### src/rtl/alu_mul_sequencer.sv
// Shift-add multiplier controller that borrows the shared ALU adder, one add per cycle,
// returning the low WIDTH bits of op_a*op_b with a one-cycle done pulse.
module alu_mul_sequencer #(
    parameter int WIDTH      = 32,
    parameter bit EARLY_EXIT = 1'b1
) (
    input  logic             clk,
    input  logic             rst_n,
    input  logic             start,
    input  logic [WIDTH-1:0] op_a,
    input  logic [WIDTH-1:0] op_b,
    output logic             busy,
    output logic             done,
    output logic [WIDTH-1:0] product,
    output logic             alu_own,
    output logic [WIDTH-1:0] alu_op1,
    output logic [WIDTH-1:0] alu_op2,
    output logic [2:0]       alu_ctrl,
    input  logic [WIDTH-1:0] alu_result
);

    localparam int CW = $clog2(WIDTH) + 1;

    typedef enum logic [1:0] {
        IDLE = 2'd0,
        RUN  = 2'd1,
        DONE = 2'd2
    } state_t;

    state_t           state;
    logic [WIDTH-1:0] acc;
    logic [WIDTH-1:0] mcand;
    logic [WIDTH-1:0] mplier;
    logic [CW-1:0]    count;
    logic             last_iter;

    // Stop after WIDTH adds, or as soon as no set multiplier bits remain above the current one.
    assign last_iter = (count == CW'(WIDTH - 1)) ||
                       (EARLY_EXIT && ((mplier >> 1) == '0));

    always_ff @(posedge clk or negedge rst_n) begin
        if (!rst_n) begin
            state   <= IDLE;
            busy    <= 1'b0;
            done    <= 1'b0;
            alu_own <= 1'b0;
            product <= '0;
            acc     <= '0;
            mcand   <= '0;
            mplier  <= '0;
            count   <= '0;
        end else begin
            case (state)
                IDLE: begin
                    done <= 1'b0;
                    if (start) begin
                        mcand   <= op_a;
                        mplier  <= op_b;
                        acc     <= '0;
                        count   <= '0;
                        busy    <= 1'b1;
                        alu_own <= 1'b1;
                        state   <= RUN;
                    end
                end
                RUN: begin
                    acc    <= alu_result;
                    mcand  <= mcand << 1;
                    mplier <= mplier >> 1;
                    count  <= count + CW'(1);
                    if (last_iter) begin
                        product <= alu_result;
                        busy    <= 1'b0;
                        alu_own <= 1'b0;
                        done    <= 1'b1;
                        state   <= DONE;
                    end
                end
                DONE: begin
                    done  <= 1'b0;
                    state <= IDLE;
                end
                default: begin
                    busy    <= 1'b0;
                    done    <= 1'b0;
                    alu_own <= 1'b0;
                    state   <= IDLE;
                end
            endcase
        end
    end

    // Operands are forced to zero whenever the datapath is not lent to this block.
    assign alu_op1  = alu_own ? acc : '0;
    assign alu_op2  = (alu_own && mplier[0]) ? mcand : '0;
    assign alu_ctrl = 3'b000;

endmodule
### config.mk
export PLATFORM = sky130hd
export DESIGN_NAME = alu_mul_sequencer
export DESIGN_NICKNAME = d
export VERILOG_FILES = /design/src/rtl/alu_mul_sequencer.sv
export SDC_FILE = /design/constraint.sdc
export NUM_CORES = 1
export LEC_CHECK = 0
export CAP_MARGIN = 10
export CORE_MARGIN = 5
export CORE_UTILIZATION = 49
export CTS_BUF_LIST = sky130_fd_sc_hd__clkbuf_4
export DETAILED_ROUTE_END_ITERATION = 6
export MAX_ROUTING_LAYER = met4
export PLACE_DENSITY = 0.95
export SLEW_MARGIN = 10
export SYNTH_ARGS = -nofsm -noshare
export SYNTH_HDL_FRONTEND = slang
export SYNTH_SLANG_ARGS = --single-unit
### constraint.sdc
create_clock -name clk -period 2.6 [get_ports clk]
set_input_delay 0.26 -clock clk [delete_from_list [all_inputs] [get_ports clk]]
set_output_delay 0.26 -clock clk [all_outputs]
set_load 0.02 [all_outputs]
==> metrics.md, run 1 <==
| Metric | Value |
|---|---|
| Status | completed |
| H-tree level count | 4 |
| Die height | 127 um |
| Max Fclk | 413 MHz |
| Worst skew pair latency | 0.54 ns |
| Core footprint | 0.0137 mm2 |
| Critical path required time | 2.34 ns |
| Final setup violation count | 0 |
| Crit share post-route | 93.1% |
| Final hold violations | 0 |
| Root Buffer | clkbuf_4 |
| Fin. max-slew vios | 0 |
| Die X | 127 um |
| DP HPWL | 12700 um |
| Post-synth EDFFs | 0 |
| Largest family of logic cells by synthesized area | compound AO/OA/AOI/OAI gates |
| Final min period | 2.42 ns |
| Antenna-violating nets left | 0 |
| First-pass GRT wire length | 30400 um |
| Warnings, synthesis | 0 |
| Cell Chain, Critical Path | buf_4 -> and2_1 -> clkdlybuf4s50_1 |
| Via count | 6177 |
| Vias/cell | 5.82 |
| GRT Residual Overflow | 0 |
| Total negative setup slack | 0 ns |
| Initial antenna violation count | 1 |
| Register Area | 0.00346 mm2 |
| Fill cell count | 1041 |
| Slowest-stage cell, CP | clkdlybuf4s50_1 |
| Most numerous cell in the Yosys netlist | nand2_1 |
| Largest net degree at the start of global routing | 67 |
| Row count | 43 |
| Nets | 968 |
| Initial Util | 49.2% |
| Synth cell types | 33 |
| Initial DRC count | 563 |
| Xor/xnor share of the synthesized area | 0.130% |
| Syn Area/Cell | 9.61 um2 |
| Net Switching | 3.67 mW |
| Comb power frac | 46.5% |
| Post-synthesis adder-cell area fraction | 0.185% |
| Switching share of power | 40.3% |
| Synth Area in Compound Gates | 26.6% |
| I/O pin count | 201 |
| Critical path class | flop to primary output |
| Fin Clk Skew | 0.0163 ns |
| Power per Cell Area | 997 mW/mm2 |
| P&R area growth vs syn | 35.1% |
| Number of global-route vias before repair | 6027 |
| Total die area | 0.0162 mm2 |
| Pin slew with the least headroom to its limit | 0.579 ns |
| Mapped cell area | 0.00676 mm2 |
| CP Data Arrival Time | 2.16 ns |
| Max Root-Sink Buffers | 2 |
| Syn Inst Count | 703 |
| Clock network power share | 14.5% |
| Total power | 9.10 mW |
| Crit end category | primary output |
| Max-cap violations | 0 |
| Slew HR | 61.4% |
| Peak VDD IR | 0.000459 V |
| RSZ-0062 raised after global routing | false |
| Inserted Clock Buffers | 17 |
| DRC errors left | 0 |
| CTS sink count | 138 |
| Leakage power | 3.71 nW |
| Mux contribution to synthesized area | 0% |
| Crit path max-delay family | buffers and inverters |
| Clk slew on worst S/H paths | 0.11 ns |
| Final RePlAce weighted congestion | 0.820 |
| Share of cells above drive strength 1 | 9.32% |
| Worst path bufs/invs | 2 |
| Area of the multi-input gates | 0.00302 mm2 |
| HP Class | primary input to asynchronous set/reset pin |
| Worst-path maximum fanout | 18 |
| Hold Slack | 0.225 ns |
| Pre-Repair DR Iteration Count | 5 |
| Most frequent cells after synthesis | nand2_1 (159), dfrtp_1 (138), a22oi_1 (62), o21ai_0 (62), clkbuf_1 (51) |
| Sequential power share | 39.0% |
| Top FF cell, synth | dfrtp_1 |
| Pint | 5.43 mW |
| #FFs+latches synth | 138 |
| Critical Path Max Stage Delay | 0.64 ns |
| Total GRT Usage | 23.8% |
| Fin util | 66.5% |
| Sequential area share after synthesis | 51.1% |
| Async SR Flop Fraction | 100% |
| CTS tree | built |
| Synth Area in Simple Gates | 17.2% |
| WL final | 19000 um |
| Top cells by area, synth | dfrtp_1 (51%), nand2_1 (8.8%), a22oi_1 (6.9%) |
| Synth top area share | 51.1% |
| CP Launch Type | flop |
| Yosys top cell by area | dfrtp_1 |
| # port buffers | 197 |
| WL/cell | 17.9 um |
[worst register-to-register path, cell delays in order, from the launching register on]
cell	delay, ns
dfrtp_1	0.41
nor4_1	0.37
nand4_1	0.20
or2_2	0.33
buf_4	0.29
o211ai_1	0.28
[metrics by stage]
step / instance area (um2) / std cells / setup slack [ns]
4_1_cts: 9120 / 1060 / 0.111
5_1_grt: 9130 / 1061 / 0.0331
3_5_place_dp: 8860 / 1028 / 0.583
2_1_floorplan: 6760 / 705 / 0.814
3_3_place_gp: 8860 / 1028 / 0.655
6_report: 9130 / 1061 / 0.179
[placed cells by master (no fill, tap or decap), types with 8 or more instances in the layout]
cell type        count
a22oi_1             62
a2bb2oi_1           32
and2_1              32
and3_1              34
buf_4               13
clkbuf_4            20
clkdlybuf4s50_1    196
dfrtp_1            134
nand2_1            159
o211ai_1            35
o211ai_2            29
o21ai_0             62
o21ai_1              8
[flip-flops by register name (all words and copies together) (netlist names)]
| signal | cells |
|---|---|
| acc | 32 |
| state | 2 |
| done | 1 |
| mplier | 32 |
| mcand | 32 |
| product | 32 |
| count | 6 |
| alu_own | 1 |
[path summary, 6_finish.rpt]
kind	depth (start not counted)	to	from	slack, ns
max	3	alu_op1[29]	alu_own$_DFFE_PN0P_	0.18
max in group asynchronous	3	mcand[17]$_DFFE_PN0P_	rst_n	1.62
min in group clk	3	acc[30]$_DFFE_PN0P_	alu_result[30]	0.32
min reg2reg	2	acc[9]$_DFFE_PN0P_	acc[9]$_DFFE_PN0P_	0.47
max reg2reg	5	product[0]$_DFFE_PN0P_	mplier[28]$_DFFE_PN0P_	0.63
min	2	product[5]$_DFFE_PN0P_	rst_n	0.23
[kinds of logic after synthesis]
family,count (synthesis)
other cells,1
compound gates,239
fa+ha+maj,1
buf+inv,72
simple gates,251
flops,138
xor+xnor,1
[cell type report]
class	count	area share (%)
antenna	1	0.0274
clock buffer	20	1.65
clock inverter	11	1.15
inverter	1	0.0411
multi-input combinational	495	33.1
sequential	138	37.9
tap	180	2.47
timing repair buffer	215	23.7
[power groups by stage]
stage                     Combinational [mW]  Clock [mW]  Sequential [mW]
after floorplan                         2.51           0             3.54
after global placement                  4.11           0             3.53
after detailed placement                4.24           0             3.57
after CTS                               4.26        1.36             3.54
after global routing                    4.60        1.44             3.65
final                                   4.23        1.32             3.55
[per-layer routing]
layer  up-vias  GRT usage, %  wire length [um]
li1       2865             -                 -
met1      3015          30.0              7870
met2       251          37.3              9280
met3        46          4.81              1200
met4         0          10.7               604
met5         -             -                 0
[what timing repair did]
action	4_1_cts	5_1_grt
endpoints found under the hold margin	54	0
gates resized for setup	2	0
buffers inserted	0	0
endpoints found under the setup margin	50	0
hold buffers	1	0
Power figures use the tool's default switching activity.
==> run 2: changes to the inputs <==
--- a/config.mk
+++ b/config.mk
@@ -5,9 +5,10 @@
 export SDC_FILE = /design/constraint.sdc
 export NUM_CORES = 1
 export LEC_CHECK = 0
+export ABC_AREA = 1
 export CAP_MARGIN = 10
 export CORE_MARGIN = 5
-export CORE_UTILIZATION = 49
+export CORE_UTILIZATION = 51
 export CTS_BUF_LIST = sky130_fd_sc_hd__clkbuf_4
 export DETAILED_ROUTE_END_ITERATION = 6
 export MAX_ROUTING_LAYER = met4
==> constraint.sdc (replaced) <==
create_clock -name clk -period 3 [get_ports clk]
set_input_delay 0.3 -clock clk [delete_from_list [all_inputs] [get_ports clk]]
set_output_delay 0.3 -clock clk [all_outputs]
set_load 0.02 [all_outputs]
==> metrics.md, run 2 <==
| Metric | Value |
|---|---|
| Status | completed |
| Final hold violations | 0 (unchanged) |
| Total negative setup slack | 0 ns (unchanged) |
| Peak VDD IR | 0.000463 V (+0.84%) |
| Yosys top cell by area | dfrtp_1 |
| Post-synth EDFFs | 0 (unchanged) |
| Clk slew on worst S/H paths | 0.12 ns (about the same) |
| # port buffers | 197 (unchanged) |
| Critical Path Max Stage Delay | 0.63 ns (about the same) |
| Crit end category | primary output |
| Max Root-Sink Buffers | 2 (unchanged) |
| Worst path bufs/invs | 2 (unchanged) |
| Synth top area share | 56.4% (+5.3 points) |
| Initial Util | 51.4% (+2.2 points) |
| Post-cts resize count | 0 (-2) |
| Worst skew pair latency | 0.55 ns (about the same) |
| Worst-path maximum fanout | 22 (+4) |
| Via count | 5428 (-12%) |
| Sequential area share after synthesis | 56.4% (+5.3 points) |
| Nets | 958 (-1.0%) |
| Placed instance area | 0.00813 mm2 (-8.2%) |
| First-pass GRT wire length | 26900 um (-12%) |
| Final Instance Area | 0.00843 mm2 (-7.6%) |
| Power per Cell Area | 914 mW/mm2 (-8.3%) |
| CTS sink count | 138 (unchanged) |
| Root Buffer | clkbuf_4 |
| Top cells by area, synth | dfrtp_1 (56%), nand2_1 (12%), o221ai_1 (8.7%) |
| DRC errors left | 0 (unchanged) |
| Critical path class | flop to primary output |
| Crit share post-route | 92.3% |
| Row count | 40 (-7.0%) |
| Worst R2R Start | count[0]$_DFFE_PN0P_ |
| Final setup violation count | 0 (unchanged) |
| Fin. max-slew vios | 0 (unchanged) |
| Most frequent cells in the layout | clkdlybuf4s50_1 (196), nand2_1 (189), dfrtp_1 (138) |
| Async SR Flop Fraction | 100% (unchanged) |
| H-tree level count | 4 (unchanged) |
| P&R area growth vs syn | 37.7% |
| Pin slew with the least headroom to its limit | 0.776 ns (+0.198 ns) |
| #FFs+latches synth | 138 (unchanged) |
| Warnings, synthesis | 0 (unchanged) |
| Fin Clk Skew | 0.0190 ns (+0.00270 ns) |
| Most numerous cell in the Yosys netlist | nand2_1 |
| HP Class | primary input to asynchronous set/reset pin |
| Fin util | 70.8% (+4.3 points) |
| GRT Residual Overflow | 0 (unchanged) |
| I/O pin count | 201 (unchanged) |
| Syn Inst Count | 679 (-3.4%) |
| Largest net degree at the start of global routing | 82 (+22%) |
| Total stage count of the critical path | 4 (+1) |
| Core footprint | 0.0119 mm2 (-13%) |
| Leakage power | 4.01 nW (+8.3%) |
| Most frequent cells after synthesis | nand2_1 (191), dfrtp_1 (138), inv_1 (79) |
| Synth cell types | 23 (-30%) |
| Top FF cell, synth | dfrtp_1 |
| Vias/cell | 5.33 (-8.5%) |
| Number of global-route vias before repair | 5404 (-10%) |
| Syn Area/Cell | 9.02 um2 (-6.1%) |
| Share of cells above drive strength 1 | 8.27% (-1.1 points) |
| Max-cap violations | 0 (unchanged) |
| Total power | 7.71 mW (-15%) |
| Die X | 120 um (-6.1%) |
| Antenna-violating nets left | 0 (unchanged) |
| Cell Chain, Critical Path | nand2_1 -> buf_4 -> nor2_1 -> clkdlybuf4s50_1 |
| WL/cell | 15.9 um (-11%) |
| Hold Slack | 0.314 ns (+0.0884 ns) |
| CTS tree | built |
| Slowest-stage cell, CP | clkdlybuf4s50_1 |
| Register-to-Register Path Depth | 10 (+5) |
| Total die area | 0.0143 mm2 (-12%) |
| DP HPWL | 11200 um (-12%) |
| Most common cell after layout, fill and taps aside | clkdlybuf4s50_1 |
| Initial DRC count | 639 (+13%) |
| Initial antenna violation count | 1 (unchanged) |
| R2r setup slk | 0.94 ns (+0.31 ns) |
| Critical R2R Capture | product[14]$_DFFE_PN0P_ |
| Final min period | 2.77 ns |
| Die height | 120 um (-6.1%) |
| CP Data Arrival Time | 2.47 ns (+0.31 ns) |
| Max Fclk | 361 MHz |
| Inserted Clock Buffers | 17 (unchanged) |
| Slew HR | 48.1% (-13 points) |
| Total GRT Usage | 24.1% (+0.27 points) |
| CP Launch Type | flop |
| Final RePlAce weighted congestion | 0.829 (+1.0%) |
| Pre-Repair DR Iteration Count | 5 (unchanged) |
| WL final | 16200 um (-15%) |
| Mapped cell area | 0.00613 mm2 (-9.3%) |
| RSZ-0062 raised after global routing | false |
| Critical path required time | 2.70 ns (+0.36 ns) |
| Crit path max-delay family | buffers and inverters |
-- run 2: changes by cell type in the layout (fill, tap and decap cells not counted), moves of 32 or more --
cell,previous run,this run
o21ai_0,62,8
a2bb2oi_1,32,0
and3_1,34,0
inv_1,1,79
o221ai_1,0,61
nor2_1,4,47
nand3_1,0,35
o211ai_1,35,1
a22oi_1,62,0
and2_1,32,0
-- run 2: where the power goes --
part	switching (mW)	internal, mW	total, mW
Sequential	0.380	2.62	3.00
Clock	0.678	0.590	1.27
Combinational	1.96	1.48	3.44
Total	3.02	4.69	7.71
-- run 2: worst max path at each step --
stage                             start           to
finish              alu_own$_DFFE_PN0P_  alu_op2[12]
global route        alu_own$_DFFE_PN0P_  alu_op2[14]
CTS                 alu_own$_DFFE_PN0P_  alu_op2[12]
detailed placement  alu_own$_DFFE_PN0P_  alu_op2[12]
global placement    alu_own$_DFFE_PN0P_   alu_op2[4]
floorplan           alu_own$_DFFE_PN0P_  alu_op2[10]
-- run 2: stage by stage --
stage,setup slack [ns],std cells
after global placement,0.907,985
after global routing,0.0636,1019
after floorplan,1.39,681
after CTS,0.201,1018
after detailed placement,0.825,985
final,0.232,1019
-- run 2: cell type report --
cell class                      instances  area (um2)
Antenna cell                            1        2.50
Clock inverter                         13         151
Sequential cell                       138        3450
Inverter                              105         394
Multi-Input combinational cell        390        2050
Timing Repair Buffer                  206        2060
Fill cell                             893        3480
Tap cell                              147         184
Clock buffer                           19         143
-- run 2: what timing repair did --
| action | in CTS | in global routing |
|---|---|---|
| endpoints found under the hold margin | 80 | 0 |
| buffers inserted | 0 | 0 |
| hold buffers | 1 | 0 |
-- run 2: per-layer routing --
layer / GRT usage, % / vias up / share of wire, %
met5: - / - / 0
li1: - / 2575 / -
met3: 5.42 / 47 / 5.1
met2: 38.7 / 208 / 50
met1: 29.7 / 2598 / 42
met4: 9.81 / 0 / 3.1
-- run 2: cell families (layout without fill, tap and decap cells) --
kind of cell	after synthesis	count (layout)	share of synthesized area, %
flip-flops	138	138	56.4
AND/OR/NAND/NOR	280	280	18.4
other	1	4	0.0612
buffers and inverters	153	343	10.5
adder cells (fa/ha/maj)	1	1	0.204
AO/OA/AOI/OAI	106	106	14.5
-- run 2: worst reg2reg max path: stages (launching register included) --
cell	delay [ns]
dfrtp_1	0.44
ha_1	0.19
nand2_1	0.07
inv_2	0.07
nand2_2	0.07
nor2_4	0.10
nand2_2	0.08
nand2_4	0.34
nand2_4	0.35
nand2_1	0.19
nand2_1	0.08
